[src/rtl/instr_queue.sv]
// instr_queue: circular {pc, instr} FIFO between fetcher and decoder, flushed by the ROB.
// Define IQ_BYPASS_EN to forward a push straight to the decoder outputs when the queue is empty.
module instr_queue #(
  parameter int DEPTH   = 16,
  parameter int ADDR_W  = 4,
  parameter int PC_W    = 32,
  parameter int INSTR_W = 32
) (
  input  logic               clk,
  input  logic               rst,
  input  logic               rdy_in,
  input  logic               clr_from_rob,
  input  logic               valid_from_if,
  input  logic [PC_W-1:0]    pc_from_if,
  input  logic [INSTR_W-1:0] instr_from_if,
  output logic               full_to_if,
  input  logic               pop_from_issue,
  output logic               is_empty_to_dc,
  output logic [PC_W-1:0]    pc_to_dc,
  output logic [INSTR_W-1:0] instr_to_dc,
  output logic [ADDR_W:0]    count_out
);
  logic [PC_W+INSTR_W-1:0] mem_q [DEPTH];
  logic [PC_W+INSTR_W-1:0] head_ent;
  logic [ADDR_W-1:0] head_q, head_d, tail_q, tail_d;
  logic [ADDR_W:0] count_q, count_d;
  logic empty, full, clr_eff, pop_eff, push_eff, wr_en;
`ifdef IQ_BYPASS_EN
  logic byp, byp_pop;
`endif
  always_comb begin
    empty    = count_q == '0;
    full     = count_q == (ADDR_W+1)'(DEPTH);
    clr_eff  = rdy_in & clr_from_rob;
    pop_eff  = rdy_in & pop_from_issue & ~empty;
    push_eff = rdy_in & valid_from_if & (~full | pop_eff);
`ifdef IQ_BYPASS_EN
    // An entry forwarded and consumed in the same cycle never touches the array.
    byp      = empty & valid_from_if & ~clr_eff;
    byp_pop  = byp & rdy_in & pop_from_issue;
    push_eff = push_eff & ~byp_pop;
`endif
    wr_en    = push_eff & ~clr_eff;
    head_d   = clr_eff ? '0 : head_q + ADDR_W'(pop_eff);
    tail_d   = clr_eff ? '0 : tail_q + ADDR_W'(push_eff);
    count_d  = clr_eff ? '0 : count_q + (ADDR_W+1)'(push_eff) - (ADDR_W+1)'(pop_eff);
  end
  always_ff @(posedge clk or posedge rst) begin
    if (rst) begin
      head_q  <= '0;
      tail_q  <= '0;
      count_q <= '0;
    end else begin
      head_q  <= head_d;
      tail_q  <= tail_d;
      count_q <= count_d;
    end
  end
  always_ff @(posedge clk) begin
    if (wr_en) mem_q[tail_q] <= {pc_from_if, instr_from_if};
  end
  always_comb begin
    head_ent = mem_q[head_q];
    full_to_if  = full;
    count_out   = count_q;
`ifdef IQ_BYPASS_EN
    is_empty_to_dc = empty & ~byp;
    pc_to_dc    = byp ? pc_from_if : empty ? '0 : head_ent[PC_W+INSTR_W-1:INSTR_W];
    instr_to_dc = byp ? instr_from_if : empty ? '0 : head_ent[INSTR_W-1:0];
`else
    is_empty_to_dc = empty;
    pc_to_dc    = empty ? '0 : head_ent[PC_W+INSTR_W-1:INSTR_W];
    instr_to_dc = empty ? '0 : head_ent[INSTR_W-1:0];
`endif
  end
endmodule
[config.mk]
export PLATFORM = sky130hd
export DESIGN_NAME = instr_queue
export DESIGN_NICKNAME = d
export VERILOG_FILES = /design/src/rtl/instr_queue.sv
export SDC_FILE = /design/constraint.sdc
export NUM_CORES = 1
export LEC_CHECK = 0
export BUFFER_PORTS_ARGS = -buffer_cell sky130_fd_sc_hd__buf_2
export CAP_MARGIN = 30
export CORE_AREA = 2 2 399 401
export CTS_BUF_LIST = sky130_fd_sc_hd__clkbuf_16
export CTS_CLUSTER_DIAMETER = 150
export DETAILED_ROUTE_END_ITERATION = 7
export DIE_AREA = 0 0 401 403
export HOLD_SLACK_MARGIN = 0.08
export RECOVER_POWER = 50
export SYNTH_ARGS = -nofsm -noshare
export SYNTH_HDL_FRONTEND = slang
export SYNTH_SLANG_ARGS = --single-unit
export TNS_END_PERCENT = 20
[constraint.sdc]
create_clock -name clk -period 8.95 [get_ports clk]
set_input_delay 2.2375 -clock clk [delete_from_list [all_inputs] [get_ports clk]]
set_output_delay 2.2375 -clock clk [all_outputs]
set_load 0.02 [all_outputs]
==> results of run 1 <==
==> registers in the layout, indices dropped and copies added, names as in the netlist <==
name,count
head_q,4
mem_q,1024
count_out,5
tail_q,4
==> stage by stage <==
step	setup slack [ns]	instance area, µm²	hold WS, ns
4_1_cts	2.82	46100	0.642
5_1_grt	2.60	46000	0.717
6_report	3.07	46000	0.642
2_1_floorplan	1.19	39200	0.565
3_3_place_gp	3.56	42600	0.621
3_5_place_dp	3.49	42600	0.629
==> critical path, cell delays in order, from the launching register on <==
cell and delay (ns):
dfrtp_4 0.91, buf_12 0.46, mux4_2 0.57, a22oi_1 0.43, nand2_1 0.19, buf_2 0.20
==> cell usage after synthesis, drive strengths merged <==
cell	instances	share of area, %
a22oi	89	1.7
nor3	6	0.10
nand2b	2	0.032
and2	7	0.11
inv	45	0.43
o211ai	1	0.019
nor3b	4	0.11
xor2	3	0.067
mux2	1	0.029
mux2i	1	0.026
o21ai	3	0.038
ha	9	0.29
or3b	1	0.022
edfxtp	1024	78
o41ai	1	0.022
a221o	19	0.49
or3	2	0.032
nand4bb	1	0.029
nor2	21	0.20
a21o	1	0.019
clkbuf	34	0.33
nand2	48	0.46
nand3b	3	0.057
dfrtp	13	0.83
nor4b	1	0.038
o22ai	19	0.30
nand3	4	0.051
a21oi	3	0.038
fa	1	0.051
buf	50	0.83
xnor2	4	0.089
or4	1	0.019
mux4	255	15
o2111a	1	0.029
==> power groups by stage <==
stage / clock (W) / combinational [W] / sequential, W
2_1_floorplan: 0 / 0.00212 / 0.00556
3_3_place_gp: 0 / 0.00300 / 0.00565
3_5_place_dp: 0 / 0.00300 / 0.00565
4_1_cts: 0.00445 / 0.00301 / 0.00555
5_1_grt: 0.00464 / 0.00316 / 0.00556
6_report: 0.00434 / 0.00292 / 0.00555
==> layout by cell type, fill, tap and decap left out, types with 3 or more instances in the layout <==
cell	instances
a221o_1	19
o21ai_0	3
nor3_2	5
mux4_2	255
nor2_4	12
xor2_1	3
clkinv_2	20
dfrtp_4	3
and2_0	4
inv_6	3
ha_1	9
a21oi_1	3
nor2_1	9
a22oi_1	89
clkbuf_1	70
dfrtp_1	10
and2_1	3
bufinv_16	7
clkinv_1	21
nand3_1	4
buf_2	74
inv_1	73
nand3b_1	3
clkinv_16	5
xnor2_1	4
clkbuf_16	109
edfxtp_1	1024
buf_12	5
buf_4	38
nand2_1	48
o22ai_1	19
==> final cells by class <==
type	instances	area share, %
sequential	1037	67.6
multi-input combinational	512	16.6
clock buffer	109	5.93
tap	2072	5.64
timing repair buffer	188	2.27
clock inverter	88	1.59
inverter	45	0.367
antenna	1	0.00544
==> routing by layer <==
layer / routed length [µm] / global-route usage, %
met4: 1770 / 3.01
met3: 6380 / 2.80
met2: 44800 / 18.5
met1: 43900 / 16.8
met5: 69 / 0
==> final timing paths <==
| kind | slack (ns) | to | cells after the start |
|---|---|---|---|
| setup / recovery | 3.07 | pc_to_dc[20] | 5 |
| hold / removal | 0.64 | count_out[4] | 3 |
| setup reg to reg | 4.33 | mem_q[10][53] | 8 |
| hold reg to reg | 0.64 | count_out[4] | 3 |
| max in group asynchronous | 6.86 | head_q[1] | 2 |
| min in group asynchronous | 1.58 | count_out[4] | 2 |
==> cell families (layout without fill, tap and decap cells) <==
group                    Yosys count  after routing  share of synthesized area (%)
flip-flops                      1037           1037                           79.3
multiplexers                     257            257                           14.7
AO/OA/AOI/OAI                    137            137                           2.66
buffers and inverters            129            430                           1.59
AND/OR/NAND/NOR                  101            101                           1.27
adder cells (fa/ha/maj)           10             10                          0.338
XOR/XNOR                           7              7                          0.156
other                              0              1                              0
==> metrics.md, run 1 <==
| Metric | Value |
|---|---|
| Synth cell types | 40 |
| Switch Pwr | between 0.003 and 0.004 W |
| Int Power | roughly 0.0091 W |
| CP required | about 6.7 ns |
| Worst setup path start | head_q[0] |
| Avg Cell Area, Syn | roughly 23 µm² |
| Max-cap check violation count | 5 |
| Syn_nets | 1758 |
| Worst Hold Class | register to register |
| Die W | 401 µm |
| Initial antenna violation count | 17 |
| Vias in the first global route | 18600 |
| Initial Utilization | 24.9% |
| Final HPWL DP | approximately 51 mm |
| Core Area | about 0.16 mm² |
| Seq cells post-synth | between 1000 and 1500 |
| Sequential share of the synthesized area | between 70% and 80% |
| VDD IR max | roughly 0.26 mV |
| Reg2reg start | count_out[3] |
| Drt first pass iters | 4 |
| Htree depth | 3 |
| Overflow after GRT | 0 |
| Critical hold path startpoint | count_out[3] |
| Post-CTS Hold Buffers | 0 |
| Register area | a little over 0.03 mm² |
| Fin Setup TNS | 0 ns |
| Final instance count without filler cells | between 4000 and 5000 |
| Footprint of the multi-input gates | 0.00764 mm² |
| Final core utilization | 29.2% |
| Pwr dens | 278 mW/mm² |
| Reg power frac | 43.3% |
| Vias | between 15000 and 20000 |
| Post-CTS setup buffers | 0 |
| Num CTS Buffers | approximately 110 |
| Sw Share | ~29% |
| Clock-pin slew on the worst setup and hold paths | roughly 0.060 ns |
| Num rows | 146 |
| Clk Latency, worst-skew pair | ~0.75 ns |
| Period utilization | between 60% and 70% |
| Chip height | between 400 and 500 µm |
| YS warnings | 0 |
| Post_cts resized | 0 |
| Max-slew violations | between 80 and 90 |
| Vias/cell | between 4 and 5 |
| Syn Std Cell Area | 0.0392 mm² |
| RSZ-0062 raised after global routing | no |
| Clk buf depth | 3 |
| Worst-path fanout max | between 60 and 70 |
| Slew margin rel. | -40.0% |
| # IOs | ~140 |
| Placed cells | approximately 3900 |
| Final Hold Vio Count | 0 |
| Routed Antenna Nets | 0 |
| CP startpoint kind | register |
| Setup violators final | 0 |
| Die area | roughly 0.16 mm² |
| Num Clock Sinks | 1037 |
| Tot GR Track Use | 11.9% |
| Global-route wire length before repair | 139 mm |
| Slew @ Worst Pin | 2.10 ns |
| Root Driver | clkbuf_16 |
| CTS tree | done |
| DRC | 0 |
| Final wirelength | ~97 mm |
| CP Capture Type | output port |
| Kind of critical path | register to output port |
| Setup Skew | a little under 0.09 ns |
| PnR Total Power | approximately 0.013 W |
| Syn Inst Count | roughly 1700 |
| CP arrival | approximately 3.6 ns |
| LEAKAGE | ~14 nW |
| Largest net degree at the start of global routing | 82 |
| Area delta synth->final | 17.3% |
| Max Fclk | 0.170 GHz |
| Number of nets in the layout | ~2000 |
| Failing checks | max-capacitance violations, max-slew violations |
| WL per Instance | approximately 24 µm |
| Port bufs | 140 |
| Status | complete, but fails checks |
| GPL Wtd Cong | ~0.67 |
| Comb pwr share | a little under a quarter |
| Filler instances | about 15000 |
| Clock Power Share | roughly a third |
| Share of cells above drive strength 1 | around 28% |
| Min Tclk post-route | roughly 6 ns |
| Initial DRC Count | 1682 |
(Power assumes the default switching activity.)
==> run 2: changes to the inputs <==
==> constraint.sdc (replaced) <==
create_clock -name clk -period 5.65 [get_ports clk]
set_input_delay 1.4125 -clock clk [delete_from_list [all_inputs] [get_ports clk]]
set_output_delay 1.4125 -clock clk [all_outputs]
set_load 0.02 [all_outputs]
==> run 2 against run 1 <==
Against the previous run: the run still ends with max-capacitance violations, max-slew violations left; combinational power increased by 60%; sequential power increased by 58%; core utilization increased by 0.24 points.
==> metrics.md, run 2 (synthesized netlist as in run 1, its figures left out) <==
| Metric | Value |
|---|---|
| Status | complete, but fails checks |
| Failing checks | max-capacitance violations, max-slew violations |
| PnR Total Power | a little over 0.02 W |
| Routed Antenna Nets | 0 |
| Num rows | around 150 |
| Antenna diodes | 0 |
| Final wirelength | between 90 and 100 mm |
| VDD IR max | between 0.3 and 0.4 mV |
| Initial antenna violation count | 8 |
| Min Tclk post-route | about 5.1 ns |
| Kind of critical path | register to output port |
| Chip height | around 400 µm |
| Post-CTS Hold Buffers | 0 |
| CP startpoint kind | register |
| GPL Wtd Cong | about 0.69 |
| Largest net degree at the start of global routing | 116 |
| RSZ-0062 raised after global routing | no |
| Final Hold Vio Count | 0 |
| Setup Skew | 0.0520 ns |
| Post-CTS setup buffers | 0 |
| Clk buf depth | 3 |
| Max-slew violations | roughly 70 |
| Overflow after GRT | 0 |
| Number of nets in the layout | 1989 |
| CP arrival | roughly 3.7 ns |
| Slew margin rel. | -38.1% |
| Final HPWL DP | 51.5 mm |
| Die W | between 400 and 500 µm |
| Post_cts resized | 0 |
| Num CTS Buffers | 111 |
| Worst Hold Class | register to register |
| Port bufs | between 100 and 150 |
| Worst-path fanout max | 45 |
| Vias in the first global route | approximately 19000 |
| Tot GR Track Use | 11.5% |
| Htree depth | 3 |
| Worst-case reg-to-reg path depth | 7 |
| # IOs | about 140 |
| Max Fclk | between 0.15 and 0.2 GHz |
| Commonest non-fill, non-tap cell in the layout | edfxtp_1 |
| CP Cell Sequence | inv_1 > ha_1 > nor4b_4 > nor3b_4 > buf_4 > a22oi_1 > nand2_1 > buf_2 |
| Setup violators final | 0 |
| Reg2reg start | count_out[2] |
| R2R Setup Slk | ~2 ns |
| Largest register FFs | between 1000 and 1500 |
| Commonest non-fill, non-tap cells in the layout | edfxtp_1, mux4_2, clkbuf_16, a22oi_1, buf_2 |
| Final std cell area, no fill | around 0.046 mm² |
| Hold Path Stages | 3 |
| Period utilization | between 80% and 90% |
| Root Driver | clkbuf_16 |
| Pwr dens | 444 mW/mm² |
| Largest reg by FF count | mem_q |
| R2R Path End | mem_q[3][57] |
| CTS tree | done |
| Initial DRC Count | roughly 1700 |
| Vias | ~18000 |
| Vias/cell | approximately 4.4 |
| Die area | ~0.16 mm² |
| Drt first pass iters | 5 |
| Hold EP | count_out[4] |
| DRC | 0 |
| Global-route wire length before repair | approximately 140 mm |
| Share of cells above drive strength 1 | between 20% and 30% |
| Core Area | between 0.15 and 0.2 mm² |
| Placed cells | 3868 |
| WL per Instance | roughly 23 µm |
| Clock-pin slew on the worst setup and hold paths | 0.06 ns |
| Slew @ Worst Pin | between 2 and 2.5 ns |
| Critical hold path startpoint | count_out[3] |
| Num Clock Sinks | 1037 |
| Clk Latency, worst-skew pair | ~0.74 ns |
| Final instance count without filler cells | about 4100 |
| CP Capture Type | output port |
| Placed cell area | ~0.043 mm² |
| LEAKAGE | between 10 and 15 nW |
| Area delta synth->final | 18.3% |
| Slowest CP cell | nor4b_4 |
| Initial Utilization | about a quarter |
| Max-cap check violation count | 3 |
| Largest stage delay, worst path | ~0.80 ns |
| WHS | 0.628 ns |
| CP required | ~4.2 ns |
-- run 2: cell count changes in the layout (fill, tap and decap cells not counted), sizes merged --
cell,before,now
inv,79,82
clkinv,47,45
clkinvlp,0,5
diode,1,0
clkbuf,179,178
bufinv,7,10
buf,118,135
-- run 2: metal layers --
layer  global-route usage, %  vias up  wire length, µm
met3                    2.18      128             4920
met4                    3.85        6             2150
met1                    15.6     9851            41600
met2                    18.6      518            45300
met5                       0        -               38
li1                        -     7632                -
-- run 2: how the worst max path moves through the flow --
stage	startpoint	endpoint	slack, ns	cells past startpoint
finish	count_out[3]	pc_to_dc[24]	0.57	8
detailed placement	count_out[3]	pc_to_dc[24]	1.23	8
CTS	count_out[3]	pc_to_dc[24]	0.39	8
global route	count_out[3]	pc_to_dc[24]	0.35	8
global placement	head_q[2]	pc_to_dc[24]	1.27	5
floorplan	clr_from_rob	mem_q[6][0]	-1.08	4
-- run 2: area by class of cell --
| cell class | count | area [µm²] |
|---|---|---|
| Clock buffer | 111 | 2780 |
| Clock inverter | 97 | 853 |
| Fill cell | 15300 | 111000 |
| Inverter | 45 | 169 |
| Multi-Input combinational cell | 512 | 7650 |
| Sequential cell | 1037 | 31100 |
| Tap cell | 2072 | 2590 |
| Timing Repair Buffer | 202 | 1240 |
-- run 2: critical path, delay by kind of cell, from the launching register on --
kind,cells,cell delay [ns]
AO/OA/AOI/OAI,1,0.60
adder cells (fa/ha/maj),1,0.18
buffers and inverters,3,0.69
flip-flops,1,0.40
AND/OR/NAND/NOR,3,0.97
-- run 2: per-stage QoR --
stage / worst slack [ns] / setup TNS (ns) / utilization, %
2_1_floorplan: -1.08 / -206.38 / -
3_3_place_gp: 1.27 / 0 / 27.2
3_5_place_dp: 1.23 / 0 / 27.2
4_1_cts: 0.394 / 0 / 29.5
5_1_grt: 0.354 / 0 / 29.4
6_report: 0.565 / 0 / 29.4
-- run 2: report_power, final --
group	total [W]	leakage (nW)	switching [W]	internal, W
clock network	0.00715	1.86	0.00308	0.00407
logic	0.00467	3.04	0.00256	0.00211
registers	0.00877	9.38	0.000193	0.00858
total	0.0206	14.3	0.00584	0.0147
==> run 3: changes to the inputs <==
--- a/config.mk
+++ b/config.mk
@@ -14,6 +14,7 @@
 export DIE_AREA = 0 0 401 403
 export HOLD_SLACK_MARGIN = 0.08
 export RECOVER_POWER = 50
+export REMOVE_ABC_BUFFERS = 1
 export SYNTH_ARGS = -nofsm -noshare
 export SYNTH_HDL_FRONTEND = slang
 export SYNTH_SLANG_ARGS = --single-unit
==> run 3 against run 2 <==
Against the previous run: the run still ends with max-capacitance violations, max-slew violations left; fmax increased by 2.9%; register-to-register slack got worse by 0.91 ns; worst hold slack got worse by 0.012 ns; sequential power about the same; clock-buffer cell count decreased by 8; clock power decreased by 1%; clock skew increased by 0.0061 ns; combinational power about the same; wire length increased by 0.79%; first-iteration DRC count decreased by 7.7%; via count decreased by 0.15%; sequential cell count unchanged; largest cell class unchanged.
==> metrics.md, run 3 (synthesized netlist as in run 1, its figures left out) <==
| Metric | Value |
|---|---|
| Die area | 0.162 mm² |
| # IOs | roughly 140 |
| Largest net degree at the start of global routing | 73 |
| Global-route wire length before repair | between 100 and 150 mm |
| VDD IR max | 0.266 mV |
| Num CTS Buffers | 103 |
| Final HPWL DP | 53.1 mm |
| Filler instances | between 15000 and 20000 |
| CP required | about 4.2 ns |
| Die W | between 400 and 500 µm |
| Max-cap check violation count | 1 |
| Max-slew violations | 37 |
| Chip height | about 400 µm |
| Setup violators final | 0 |
| Post_cts resized | 0 |
| DRC | 0 |
| Vias | about 18000 |
| Initial DRC Count | 1600 |
| PnR Total Power | just over 0.02 W |
| Root Driver | clkbuf_16 |
| Int Power | between 0.01 and 0.015 W |
| Setup Skew | 0.0581 ns |
| Grt peak-use layer | met2 |
| Sw Share | between 20 and 30% |
| CP arrival | approximately 3.5 ns |
| Worst Hold Class | register to register |
| WL per Instance | roughly 23 µm |
| GPL Wtd Cong | approximately 0.7 |
| Commonest non-fill, non-tap cell in the layout | edfxtp_1 |
| Num Clock Sinks | slightly above 1000 |
| RSZ-0062 raised after global routing | no |
| Clock Power Share | 34.4% |
| Slew @ Worst Pin | between 3 and 4 ns |
| Pwr dens | about 440 mW/mm² |
| Worst-path fanout max | 39 |
| GR Util met3 | roughly 2.2% |
| Final Hold Vio Count | 0 |
| Port bufs | 140 |
| Met2 usage | between 10% and 20% |
| Post-CTS Hold Buffers | 0 |
| LEAKAGE | between 10 and 15 nW |
| Min Tclk post-route | between 4 and 5 ns |
| Clk Latency, worst-skew pair | ~0.72 ns |
| Comb pwr share | a little under a quarter |
| Tot GR Track Use | 11.6% |
| Worst-case reg-to-reg path depth | 7 |
| CTS tree | done |
| Routed Antenna Nets | 0 |
| Largest reg by FF count | mem_q |
| Post-CTS setup buffers | 0 |
| Setup crit end | instr_to_dc[30] |
| Initial Utilization | ~25% |
| Slew margin rel. | -115% |
| Failing checks | max-capacitance violations, max-slew violations |
| R2R Setup Slk | roughly 1.1 ns |
| Status | complete, but fails checks |
| Number of nets in the layout | around 2000 |
| R2R Path End | mem_q[13][38] |
| Final core utilization | 29.5% |
| Num rows | ~150 |
| Vias in the first global route | around 19000 |
| Clk buf depth | 3 |
| CP Capture Type | output port |
| Final wirelength | about 95 mm |
| Commonest non-fill, non-tap cells in the layout | edfxtp_1, mux4_2, clkbuf_16, a22oi_1, buf_2 |
| Largest register FFs | ~1000 |
| Kind of critical path | register to output port |
| Vias/cell | between 4 and 5 |
| Period utilization | between 80% and 90% |
| Clock-pin slew on the worst setup and hold paths | 0.06 ns |
| Switch Pwr | about 0.0058 W |
| Drt first pass iters | 6 |
| Reg2reg start | count_out[2] |
| Max Fclk | a little over 0.2 GHz |
| CP startpoint kind | register |
| Critical hold path startpoint | tail_q[2] |
| Overflow after GRT | 0 |
| Worst setup path start | head_q[2] |
| Share of cells above drive strength 1 | roughly 29% |
| Reg power frac | a little over two fifths |
| Met1 usage | 16.1% |
| Core Area | between 0.15 and 0.2 mm² |
| Htree depth | 3 |
| Initial antenna violation count | 19 |
| Area delta synth->final | 18.5% |
-- run 3: changes by cell type in the layout (fill, tap and decap cells not counted), moves of 3 or more --
cell        delta
buf_12        +11
clkinvlp_4     +5
clkinv_2       -8
bufinv_16      +6
inv_8          -3
inv_1         -10
buf_4         -14
diode_2        +3
clkbuf_16      -8
-- run 3: power by group through the flow --
stage | Clock (W) | Sequential, W | Combinational [W]
5_1_grt | 0.00753 | 0.00878 | 0.00507
3_3_place_gp | 0 | 0.00893 | 0.00484
2_1_floorplan | 0 | 0.00917 | 0.00266
4_1_cts | 0.00726 | 0.00877 | 0.00485
6_report | 0.00708 | 0.00877 | 0.00470
3_5_place_dp | 0 | 0.00893 | 0.00484
-- run 3: per-stage QoR --
step                      setup WS (ns)  hold WS (ns)  setup TNS, ns  instance area [µm²]  cells
after floorplan                   -6.89         0.565        -729.52                38700   1594
after global placement             1.15         0.601              0                42900   3864
after detailed placement           1.40         0.608              0                43000   3866
after CTS                         0.572         0.625              0                46500   4058
after global routing              0.485         0.702              0                46400   4058
final                             0.711         0.617              0                46400   4061
-- run 3: how the worst min path moves through the flow --
| stage | cells past startpoint | end | slack (ns) |
|---|---|---|---|
| 6_report | 2 | tail_q[2] | 0.62 |
| 5_1_grt | 2 | tail_q[2] | 0.70 |
| 4_1_cts | 2 | tail_q[2] | 0.63 |
| 3_5_place_dp | 2 | tail_q[2] | 0.61 |
| 3_3_place_gp | 2 | tail_q[2] | 0.60 |
| 2_1_floorplan | 2 | tail_q[2] | 0.57 |
-- run 3: per-layer routing --
layer,wire length [µm],vias to the layer above,share of wire [%]
met3,5160,116,5.4
met2,45000,458,47
met1,42800,9913,45
met4,1750,16,1.8
met5,107,-,0.11
li1,-,7605,-
-- run 3: worst max-delay path, stage by stage (launching register included) --
cell,delay [ns]
dfrtp_4,0.88
buf_4,0.54
mux4_2,0.40
a22oi_1,0.39
o41ai_1,0.29
buf_2,0.24
-- run 3: layout make-up --
class | instances | area, µm² | share of cell area (%)
flip-flops and latches | 1037 | 31100 | 66.9
multi-input cells | 512 | 7650 | 16.5
well taps | 2072 | 2590 | 5.58
clock buffers | 103 | 2580 | 5.55
repair buffers | 200 | 1380 | 2.96
clock inverters | 89 | 987 | 2.13
inverters | 45 | 169 | 0.364
diodes | 3 | 7.51 | 0.0162
